<file path="src/rtl/digital_signal_generator.sv">
// Multi-channel PWM/pulse generator with shadow-buffered period/high settings applied at period boundaries.
// Define SIGGEN_READBACK_EN to enable configuration readback over tx_data/tx_en/tx_done.
module digital_signal_generator #(
  parameter int NUM_CH = 4,
  parameter int CNT_W  = 32
) (
  input  logic              clk,
  input  logic              rst_n,
  input  logic [7:0]        cmd_opcode,
  input  logic [15:0]       cmd_addr,
  input  logic [31:0]       cmd_data,
  input  logic              cmd_valid,
  output logic [NUM_CH-1:0] sig_out,
  output logic [NUM_CH-1:0] period_done,
  output logic [31:0]       tx_data,
  output logic              tx_en,
  input  logic              tx_done
);

  localparam logic [7:0] OP_MASK = 8'h20;
  localparam logic [7:0] OP_PER  = 8'h21;
  localparam logic [7:0] OP_HI   = 8'h22;
  localparam logic [7:0] OP_READ = 8'h23;

  typedef enum logic {DISABLED, RUNNING} ch_state_t;

  ch_state_t         state      [NUM_CH];
  ch_state_t         state_next [NUM_CH];
  logic [NUM_CH-1:0] en_mask;
  logic [NUM_CH-1:0] en_next;
  logic [NUM_CH-1:0] addr_hit;
  logic              addr_ok;
  logic [CNT_W-1:0]  per_sh  [NUM_CH];
  logic [CNT_W-1:0]  hi_sh   [NUM_CH];
  logic [CNT_W-1:0]  per_act [NUM_CH];
  logic [CNT_W-1:0]  hi_act  [NUM_CH];
  logic [CNT_W-1:0]  cnt     [NUM_CH];

  // Enable changes act on the same edge the mask command is sampled, so the first level follows one edge later.
  always_comb begin
    en_next    = en_mask;
    addr_hit   = '0;
    state_next = '{default: DISABLED};
    if (cmd_valid && cmd_opcode == OP_MASK) en_next = cmd_data[NUM_CH-1:0];
    for (int i = 0; i < NUM_CH; i++) begin
      addr_hit[i]   = (cmd_addr == 16'(i));
      state_next[i] = en_next[i] ? RUNNING : DISABLED;
    end
    addr_ok = |addr_hit;
  end

  always_ff @(posedge clk or negedge rst_n) begin
    if (!rst_n) begin
      en_mask <= '0;
      for (int i = 0; i < NUM_CH; i++) begin
        per_sh[i] <= '0;
        hi_sh[i]  <= '0;
      end
    end else begin
      en_mask <= en_next;
      for (int i = 0; i < NUM_CH; i++) begin
        if (cmd_valid && addr_hit[i] && cmd_opcode == OP_PER) per_sh[i] <= cmd_data[CNT_W-1:0];
        if (cmd_valid && addr_hit[i] && cmd_opcode == OP_HI)  hi_sh[i]  <= cmd_data[CNT_W-1:0];
      end
    end
  end

  // Active settings only ever load from the shadows at enable, at a period boundary, or while the period is zero.
  always_ff @(posedge clk or negedge rst_n) begin
    if (!rst_n) begin
      sig_out     <= '0;
      period_done <= '0;
      for (int i = 0; i < NUM_CH; i++) begin
        state[i]   <= DISABLED;
        per_act[i] <= '0;
        hi_act[i]  <= '0;
        cnt[i]     <= '0;
      end
    end else begin
      for (int i = 0; i < NUM_CH; i++) begin
        state[i]       <= state_next[i];
        sig_out[i]     <= 1'b0;
        period_done[i] <= 1'b0;
        if (state[i] == DISABLED) begin
          if (state_next[i] == RUNNING) begin
            cnt[i]     <= '0;
            per_act[i] <= per_sh[i];
            hi_act[i]  <= hi_sh[i];
          end
        end else begin
          if (per_act[i] != '0) sig_out[i] <= (cnt[i] < hi_act[i]);
          if (state_next[i] == DISABLED) begin
            cnt[i] <= '0;
          end else if (per_act[i] == '0) begin
            cnt[i]     <= '0;
            per_act[i] <= per_sh[i];
            hi_act[i]  <= hi_sh[i];
          end else if (cnt[i] == per_act[i] - CNT_W'(1)) begin
            cnt[i]         <= '0;
            per_act[i]     <= per_sh[i];
            hi_act[i]      <= hi_sh[i];
            period_done[i] <= 1'b1;
          end else begin
            cnt[i] <= cnt[i] + CNT_W'(1);
          end
        end
      end
    end
  end

`ifdef SIGGEN_READBACK_EN
  logic [31:0] rd_word;

  always_comb begin
    rd_word = '0;
    for (int i = 0; i < NUM_CH; i++) begin
      if (addr_hit[i]) begin
        case (cmd_data[1:0])
          2'd0:    rd_word[CNT_W-1:0]  = per_sh[i];
          2'd1:    rd_word[CNT_W-1:0]  = hi_sh[i];
          2'd2:    rd_word[CNT_W-1:0]  = per_act[i];
          default: rd_word[NUM_CH-1:0] = en_mask;
        endcase
      end
    end
  end

  // A new readback request wins over a same-cycle tx_done.
  always_ff @(posedge clk or negedge rst_n) begin
    if (!rst_n) begin
      tx_data <= '0;
      tx_en   <= 1'b0;
    end else if (cmd_valid && cmd_opcode == OP_READ && addr_ok) begin
      tx_data <= rd_word;
      tx_en   <= 1'b1;
    end else if (tx_done) begin
      tx_en <= 1'b0;
    end
  end
`else
  logic unused_rb;
  assign tx_data   = '0;
  assign tx_en     = 1'b0;
  assign unused_rb = tx_done ^ addr_ok;
`endif

endmodule

</file>
<file path="config.mk">
export PLATFORM = sky130hd
export DESIGN_NAME = digital_signal_generator
export DESIGN_NICKNAME = d
export VERILOG_FILES = /design/src/rtl/digital_signal_generator.sv
export SDC_FILE = /design/constraint.sdc
export NUM_CORES = 1
export LEC_CHECK = 0
export ABC_AREA = 0
export CAP_MARGIN = 20
export CORE_AREA = 8 8 355 357
export CTS_CLUSTER_DIAMETER = 30
export CTS_CLUSTER_SIZE = 40
export DETAILED_ROUTE_END_ITERATION = 6
export DIE_AREA = 0 0 363 365
export GPL_TIMING_DRIVEN = 0
export PLACE_DENSITY_LB_ADDON = 0.25
export SLEW_MARGIN = 20
export SYNTH_ARGS = -nofsm -noshare
export SYNTH_HDL_FRONTEND = slang
export SYNTH_SLANG_ARGS = --single-unit
</file>
<file path="constraint.sdc">
create_clock -name clk -period 8.1 [get_ports clk]
set_input_delay 1.62 -clock clk [delete_from_list [all_inputs] [get_ports clk]]
set_output_delay 1.62 -clock clk [all_outputs]
set_load 0.05 [all_outputs]
</file>
Word level (Yosys, flattened, before mapping) --
Index checks and enable logic that the tools add are counted.
Word-level totals: memories 0, register bits 656, output and inout bits 41, logic and storage cells 172, RAM bits 0, bits in latches 0, ROM bits 0, input bits 60
Cells by class: multiplexer cells 89, equal/unequal tests 14, reduce and logical (&&, ||, !) cells 30, $add $sub $neg 8, multipliers 0, shift-type cells 0, bitwise logic cells 0, div/mod/pow operators 0, $lt $le $gt $ge 4
Operator list (number):
- $mux 32 | 60
- $add 32x1->32 const B | 4
- $eq 32x32->1 | 4
- $logic_not 32->1 | 4
- $lt 32x32->1 | 4
- $reduce_bool 32->1 | 4
- $sub 32x1->32 const B | 4
- $eq 16x2->1 const B | 2
- $mux 1 | 28
- $eq 8x6->1 const B | 3
- $eq 16x1->1 const B | 1
- $logic_not 16->1 | 1
- $logic_and 1x1->1 | 13
- $ne 3x1->1 const B | 4
- $reduce_and 2->1 | 4
- $reduce_bool 2->1 | 4
- $mux 4 | 1

Logic depth before layout (Yosys ltp) --
Gate-level depths: netlist (run 1).
depth after elaboration 6, gate-level depth with buffers 15, depth with buffers taken out 11

Worst setup path after synthesis (run 1) --
OpenSTA, ideal clock, no wires.
kind in2reg, start point input port cmd_opcode[4], end point register cnt[15] (netlist bit), data arrival time 3.762 ns, setup time 0.087 ns, data required time 8.013 ns, setup slack 4.252 ns, stages on the path 10, buffers on the path 3, cell sequence nor4b_1 -> nand2_1 -> or3_1 -> clkbuf_1 -> mux2_2 -> nor2_1 -> clkbuf_1 -> clkbuf_1 -> nand2_1 -> o211ai_1
Between the ends: longest elaborated chain between the ends 6, elaborated cells on any way between the ends 7, classes of those cells eq/ne (1); mux (4); reduce/logical (2)
Ends and longest elaborated chain:
- from (decl) | line 9 | input logic [7:0] cmd_opcode,
- $eq 8x6->1 (*) | line 44 | if (cmd_valid && cmd_opcode == OP_MASK) en_next = cmd_data[NUM_CH-1:0];
- $logic_and 1x1->1 (*) | line 44
- $mux 4 (*) | line 44
- named net en_next[3] | line 30 | logic [NUM_CH-1:0] en_next;
- $mux 1 (*) | line 47 | state_next[i] = en_next[i] ? RUNNING : DISABLED;
- $mux 32 | line 92 | if (state_next[i] == DISABLED) begin
- $mux 32 | line 84 | if (state[i] == DISABLED) begin
- to (signal, indexed assignment) | line 104 | cnt[i] <= cnt[i] + CNT_W'(1);
- to (decl) | line 37 | logic [CNT_W-1:0] cnt [NUM_CH];
The timed path passes the listed nets; every way through them passes the cells marked *. A chain may end at the register's enable or synchronous reset.

Worst setup path in the final report (run 1) --
start point register per_act[102] (netlist bit), end point register hi_act[121] (netlist bit)
Between the ends: longest elaborated chain between the ends 4, elaborated cells on any way between the ends 8, classes of those cells add/sub (1); eq/ne (2); mux (3); reduce/logical (2)
Ends and longest elaborated chain:
- from (decl) | line 35 | logic [CNT_W-1:0] per_act [NUM_CH];
- from (signal, indexed assignment) | line 87 | per_act[i] <= per_sh[i];
- from (signal, indexed assignment) | line 96 | per_act[i] <= per_sh[i];
- from (signal, indexed assignment) | line 100 | per_act[i] <= per_sh[i];
- $sub 32x1->32 or $logic_not 32->1 (tied branches) | line 98, 94
- $eq 32x32->1 or $mux 32 (tied branches) | line 98, 94
- $ne 3x1->1 (no source line) or $mux 32 (tied branches)
- $reduce_and 2->1 (no source line) or $mux 32 (tied branches)
- to (signal, indexed assignment) | line 88 | hi_act[i] <= hi_sh[i];
- to (signal, indexed assignment) | line 97 | hi_act[i] <= hi_sh[i];
- to (signal, indexed assignment) | line 101 | hi_act[i] <= hi_sh[i];
- to (decl) | line 36 | logic [CNT_W-1:0] hi_act [NUM_CH];
Parallel ways exist; a longest one is shown, timed or not. The select of a mux whose other input is x is not followed.

==> results.md, run 1 <==
* Post-CTS setup buffer count at 0
* Hold WC Path Type: reg -> reg
* Max cap viols at 0
* Clk_skew at 25.02 ps
* Peak Freq at 210.0 MHz
* RSZ-0062 raised after global routing: no
* Sum Neg Setup Slack at 0 ps
* Largest area contributor in the netlist: dfrtp_1
* Final setup margin at 3338 ps
* Vias at 26730
* Synth Cell Area at 0.03588 mm2
* Yosys cell types at 93
* Final Power at 10.52 mW
* ANT nets after route at 0
* Post-Route WL at 107200 um
* Worst path required time at 8700 ps
* DR WL met3 at 5356 um
* Layout cells sized above 1 at 0.2418
* Post-DP HPWL at 74410 um
* Hold-fix buffer count after cts at 0
* Yosys Warn Count at 0
* Post_cts resized at 0
* Vias in the first global route at 27100
* WL met1 at 48210 um
* Pwr/cell area at 235.7 mW/mm2
* Final net count at 3730
* Area of the die at 0.1325 mm2
* CP Launch Type: flop
* FF+latch count, synth at 652
* Routed len/inst at 20.23 um
* Final min period at 4762 ps
* Worst VDD drop at 0.1612 mV
* Finished Core Util at 0.3701
* Commonest non-fill, non-tap cell in the layout: dfrtp_1
* Latest clock arrival within the worst-skew pair at 740 ps
* Cell Rows at 128
* GR Util All Layers at 0.1611
* Kind of critical path: reg -> reg
* Most frequent cells in the layout: dfrtp_1, mux2_2, inv_1
* Cell Count, Final, Fillers Out at 5299
* Number of instances in the placed design at 5002
* Top cell type's share of synthesized area at 0.4548
* Fin crit share at 0.5879
* # port buffers at 63
* Gpl congestion at 0.8750
* Top cells by area, synth: dfrtp_1, mux2_2, ha_1
* Synthesis-to-layout area growth at 24.42%
* # H-tree levels at 4
* Drt first pass iters at 5
* DRC violations left at 0
* Clock-pin slew on the worst setup and hold paths at 50 ps
* Pre-CTS WS at 2675 ps
* Post-synth EDFFs at 0
* Met2 WL post-DR at 50370 um
* Number of I/O pins at 101
* Vias per inst at 5.044
* Leak at 21.23 nW
* Initial antenna violation count at 19
* Num CTS Buffers at 159
* Final count of hold timing violations at 0
* Final setup vio count at 0
* Avg Inst Size Synth at 10.96 um2
* DRT iter0 DRCs at 1715
* Status: finished clean
* Relative max-transition margin at 0.2753
* Max-slew violations at 0
* Root Driver: clkbuf_16
* CP arrival at 5360 ps
* CTS tree: done
* Primary FF master, synth: dfrtp_1
* Core area at 0.1206 mm2
* Gr ovfl total at 0
* Largest net degree at the start of global routing at 96
* Initial Util at 0.2975
* CP Capture Type: flop
* Max clock buf depth at 3
* First-pass GRT wire length at 166500 um
* Synth Instances at 3274
* Die extent in x at 363 um
* Worst-Margin Slew at 1060 ps
* Die height at 365 um
* Highest metal used: met5
* CP max FO at 10
* Sequential share of the synthesized area at 0.4548
* CTS sink cnt at 652
* Asr flop ratio synth at 1.000
[power by group]
group | internal (mW) | switching, mW | leakage, nW
clock network | 4.62 | 2.10 | 2.78
registers | 3.29 | 0.0361 | 9.11
logic | 0.156 | 0.331 | 9.35
total | 8.06 | 2.46 | 21.2
[layer usage]
metal,up-vias,GRT usage
li1,12510,-
met1,13360,0.2140
met2,665,0.2636
met3,195,0.02909
met4,2,0.05679
met5,-,0
[cells by family (layout without fill, tap and decap cells)]
group | count (synthesis) | after routing | synth area share
AOI/OAI and AO/OA | 473 | 473 | 0.09388
xor gates and xnor gates | 147 | 147 | 0.03627
adders and majority gates | 132 | 132 | 0.04603
buffers and inverters | 379 | 745 | 0.04827
DFF | 652 | 652 | 0.4548
muxes | 532 | 532 | 0.1727
other | 1 | 35 | 0.0001045
and+or+nand+nor | 958 | 958 | 0.1479
[sequential cells by signal, summed over array words and instances (netlist names)]
name         cells
cnt            128
hi_act         128
hi_sh          128
per_act        128
per_sh         128
en_mask          4
period_done      4
sig_out          4
[layout make-up]
cell class / count / area [um2]
well taps: 1625 / 2033
multi-input cells: 2275 / 17960
diodes: 2 / 5.005
inverters: 180 / 675.6
plain buffers: 199 / 1062
clock inverters: 94 / 1333
repair buffers: 71 / 855.8
flip-flops and latches: 652 / 16320
fillers: 11900 / 75960
clock buffers: 201 / 4398
[cell usage after synthesis (21+ instances only)]
master and instances:
ha_1 132, a21oi_1 63, or4_1 22, nand4_1 86
buf_4 35, nor4_1 62, dfrtp_1 652, and3_1 37
nor2b_1 27, a21o_1 72, xor2_1 52, mux2_2 421
inv_1 180, a31oi_1 22, nand3_1 123, or3_1 48
o31ai_1 22, nand2_1 144, nor3b_1 21, o21ai_0 82
nor2_1 158, mux2_4 60, nand2b_1 34, mux2_1 36
a22o_1 22, nor3_1 85, xnor2_1 94, clkbuf_1 122
[worst paths after layout]
path	startpoint	endpoint	slack [ps]	cells after the start
setup / recovery	per_act[102]$_DFFE_PN0P_	hi_act[121]$_DFFE_PN0P_	3340	12
hold / removal	hi_sh[69]$_DFFE_PN0P_	hi_act[69]$_DFFE_PN0P_	480	1
setup reg to reg	per_act[102]$_DFFE_PN0P_	hi_act[121]$_DFFE_PN0P_	3340	12
hold reg to reg	hi_sh[69]$_DFFE_PN0P_	hi_act[69]$_DFFE_PN0P_	480	1
max in group asynchronous	rst_n	per_sh[94]$_DFFE_PN0P_	5550	4
min in group asynchronous	rst_n	hi_act[45]$_DFFE_PN0P_	790	1
[worst max-delay path, cell delays in order, from the launching register on]
cell       delay (ps)
dfrtp_1           360
clkbuf_1          230
nor4_4            430
nand4_1           300
buf_2             290
a2111oi_0         910
o32ai_1           340
nand2b_1          240
nor4_1            180
nand4_1           210
a21oi_4           510
buf_6             260
mux2_2            350
[through the flow]
stage | hold WS, ps | instance area (um2)
floorplan | 458.1 | 36000
global placement | 466.1 | 38660
detailed placement | 472.7 | 38890
CTS | 481.9 | 44630
global route | 496.1 | 44630
finish | 475.9 | 44640
Power figures use the tool's default switching activity.
==> inputs of run 2 (changes only) <==
- clock period: 8.1 -> 4.5 ns (I/O delays scaled with it)
==> run 2 against run 1 <==
Clock-buffer cell count unchanged. Sequential power up 80%. Non-clock buffer count rose by 4. Flip-flop and latch count did not move. Core utilization up 0.061 points. Clock skew up 0.94 ps. Combinational power increased by 81%. Global-route usage is the same. Highest routed layer unchanged. Largest cell class unchanged.
==> results.md, run 2 (same netlist as run 1, synthesis figures left out) <==
* Final setup vio count at 0
* Area of the die at 0.1325 mm2
* Gpl congestion at 0.8750
* Relative max-transition margin at 0.2894
* Worst VDD drop at 0.2900 mV
* DRT iter0 DRCs at 1732
* Leak at 21.28 nW
* Layout cells sized above 1 at 0.2446
* Max clock buf depth at 3
* Finished Core Util at 0.3707
* Num CTS Buffers at 159
* First-pass GRT wire length at 166500 um
* Number of I/O pins at 101
* Core area at 0.1206 mm2
* CP Capture Type: flop
* Max cap viols at 0
* Vias per inst at 5.047
* CTS sink cnt at 652
* Latest clock arrival within the worst-skew pair at 740 ps
* Vias in the first global route at 27100
* CP max FO at 10
* ANT nets after route at 0
* Drt first pass iters at 5
* Final min period at 4233 ps
* RSZ-0062 raised after global routing: no
* Worst path required time at 5100 ps
* Commonest non-fill, non-tap cell in the layout: dfrtp_1
* Die extent in x at 363 um
* Post-DP HPWL at 74410 um
* Most frequent cells in the layout: dfrtp_1, mux2_2, inv_1
* Final count of hold timing violations at 0
* Final net count at 3734
* Post-Route WL at 107100 um
* DRC violations left at 0
* Root Driver: clkbuf_16
* Largest net degree at the start of global routing at 96
* Routed len/inst at 20.19 um
* GR Util All Layers at 0.1611
* Pwr/cell area at 423.8 mW/mm2
* Clk_skew at 25.96 ps
* Status: finished clean
* CP arrival at 4830 ps
* Gr ovfl total at 0
* Die height at 365 um
* Max-slew violations at 0
* Peak Freq at 236.2 MHz
* Hold WC Path Type: in -> async
* Synthesis-to-layout area growth at 24.62%
* CTS tree: done
* Final Power at 18.95 mW
* Kind of critical path: reg -> reg
* Initial antenna violation count at 19
* Vias at 26760
* Cell Rows at 128
* # H-tree levels at 4
* Clock-pin slew on the worst setup and hold paths at 50 ps
* Fin crit share at 0.9406
* Initial Util at 0.2975
* # port buffers at 63
* Worst-Margin Slew at 1056 ps
* CP Launch Type: flop
run 2: cell count changes in the layout (fill, tap and decap cells not counted), sizes merged:
cell | previous run | this run
buf | 84 | 88
run 2: area by class of cell:
class | count | area, um2
sequential | 652 | 16320
clock buffer | 201 | 4398
antenna | 2 | 5.005
tap | 1625 | 2033
clock inverter | 94 | 1333
multi-input combinational | 2275 | 18000
fill | 11890 | 75890
inverter | 180 | 675.6
timing repair buffer | 75 | 885.9
buffer | 199 | 1066
run 2: where the power goes:
group          total (mW)  switching [mW]  leakage, nW  internal, mW
combinational       0.880           0.596         9.40         0.283
sequential           5.98          0.0655         9.11          5.91
clock                12.1            3.78         2.78          8.31
run 2: stage by stage:
stage	hold WS (ps)	instances	setup TNS (ps)	instance area [um2]	worst slack (ps)
5_1_grt	67.46	5301	0	44710	38.18
2_1_floorplan	458.1	3306	0	36000	931.1
4_1_cts	39.48	5297	0	44630	24.45
6_report	74.54	5303	0	44710	267.1
3_3_place_gp	466.1	4994	-	38660	-28530
3_5_place_dp	472.7	5002	-9197	38890	-205.2
run 2: routing by layer:
layer,share of wire,global-route usage,vias to the layer above,wire [um]
met5,0.00012,0,-,13
met4,0.032,0.05679,2,3455
met3,0.051,0.02909,208,5414
met2,0.47,0.2636,687,50130
met1,0.45,0.2140,13350,48040
li1,-,-,12520,-
run 2: timing repair:
| item | in CTS | in global routing |
|---|---|---|
| pin swaps | 0 | 1 |
| setup endpoints to repair | 75 | 263 |
| cloned | 0 | 0 |
| gates resized for setup | 1 | 12 |
| hold buffers | 0 | 0 |
| buffers inserted | 0 | 4 |
run 2: worst max-delay path, stage by stage (launching register included):
cell,delay [ps]
dfrtp_1,360
clkbuf_1,230
nor4_4,430
nand4_1,300
buf_2,300
a2111oi_2,490
o32ai_1,260
nand2b_1,200
nor4_1,180
nand4_1,210
a21oi_4,510
buf_6,260
mux2_2,350
run 2: worst paths after layout:
| kind | slack [ps] | from | end | cells after the start |
|---|---|---|---|---|
| setup / recovery | 270 | per_act[102]$_DFFE_PN0P_ | hi_act[121]$_DFFE_PN0P_ | 12 |
| hold / removal | 70 | rst_n | hi_act[45]$_DFFE_PN0P_ | 1 |
| setup reg to reg | 270 | per_act[102]$_DFFE_PN0P_ | hi_act[121]$_DFFE_PN0P_ | 12 |
| hold reg to reg | 470 | per_sh[86]$_DFFE_PN0P_ | per_act[86]$_DFFE_PN0P_ | 1 |
| max in group asynchronous | 2680 | rst_n | per_sh[85]$_DFFE_PN0P_ | 4 |
| min in group clk | 470 | per_sh[86]$_DFFE_PN0P_ | per_act[86]$_DFFE_PN0P_ | 1 |
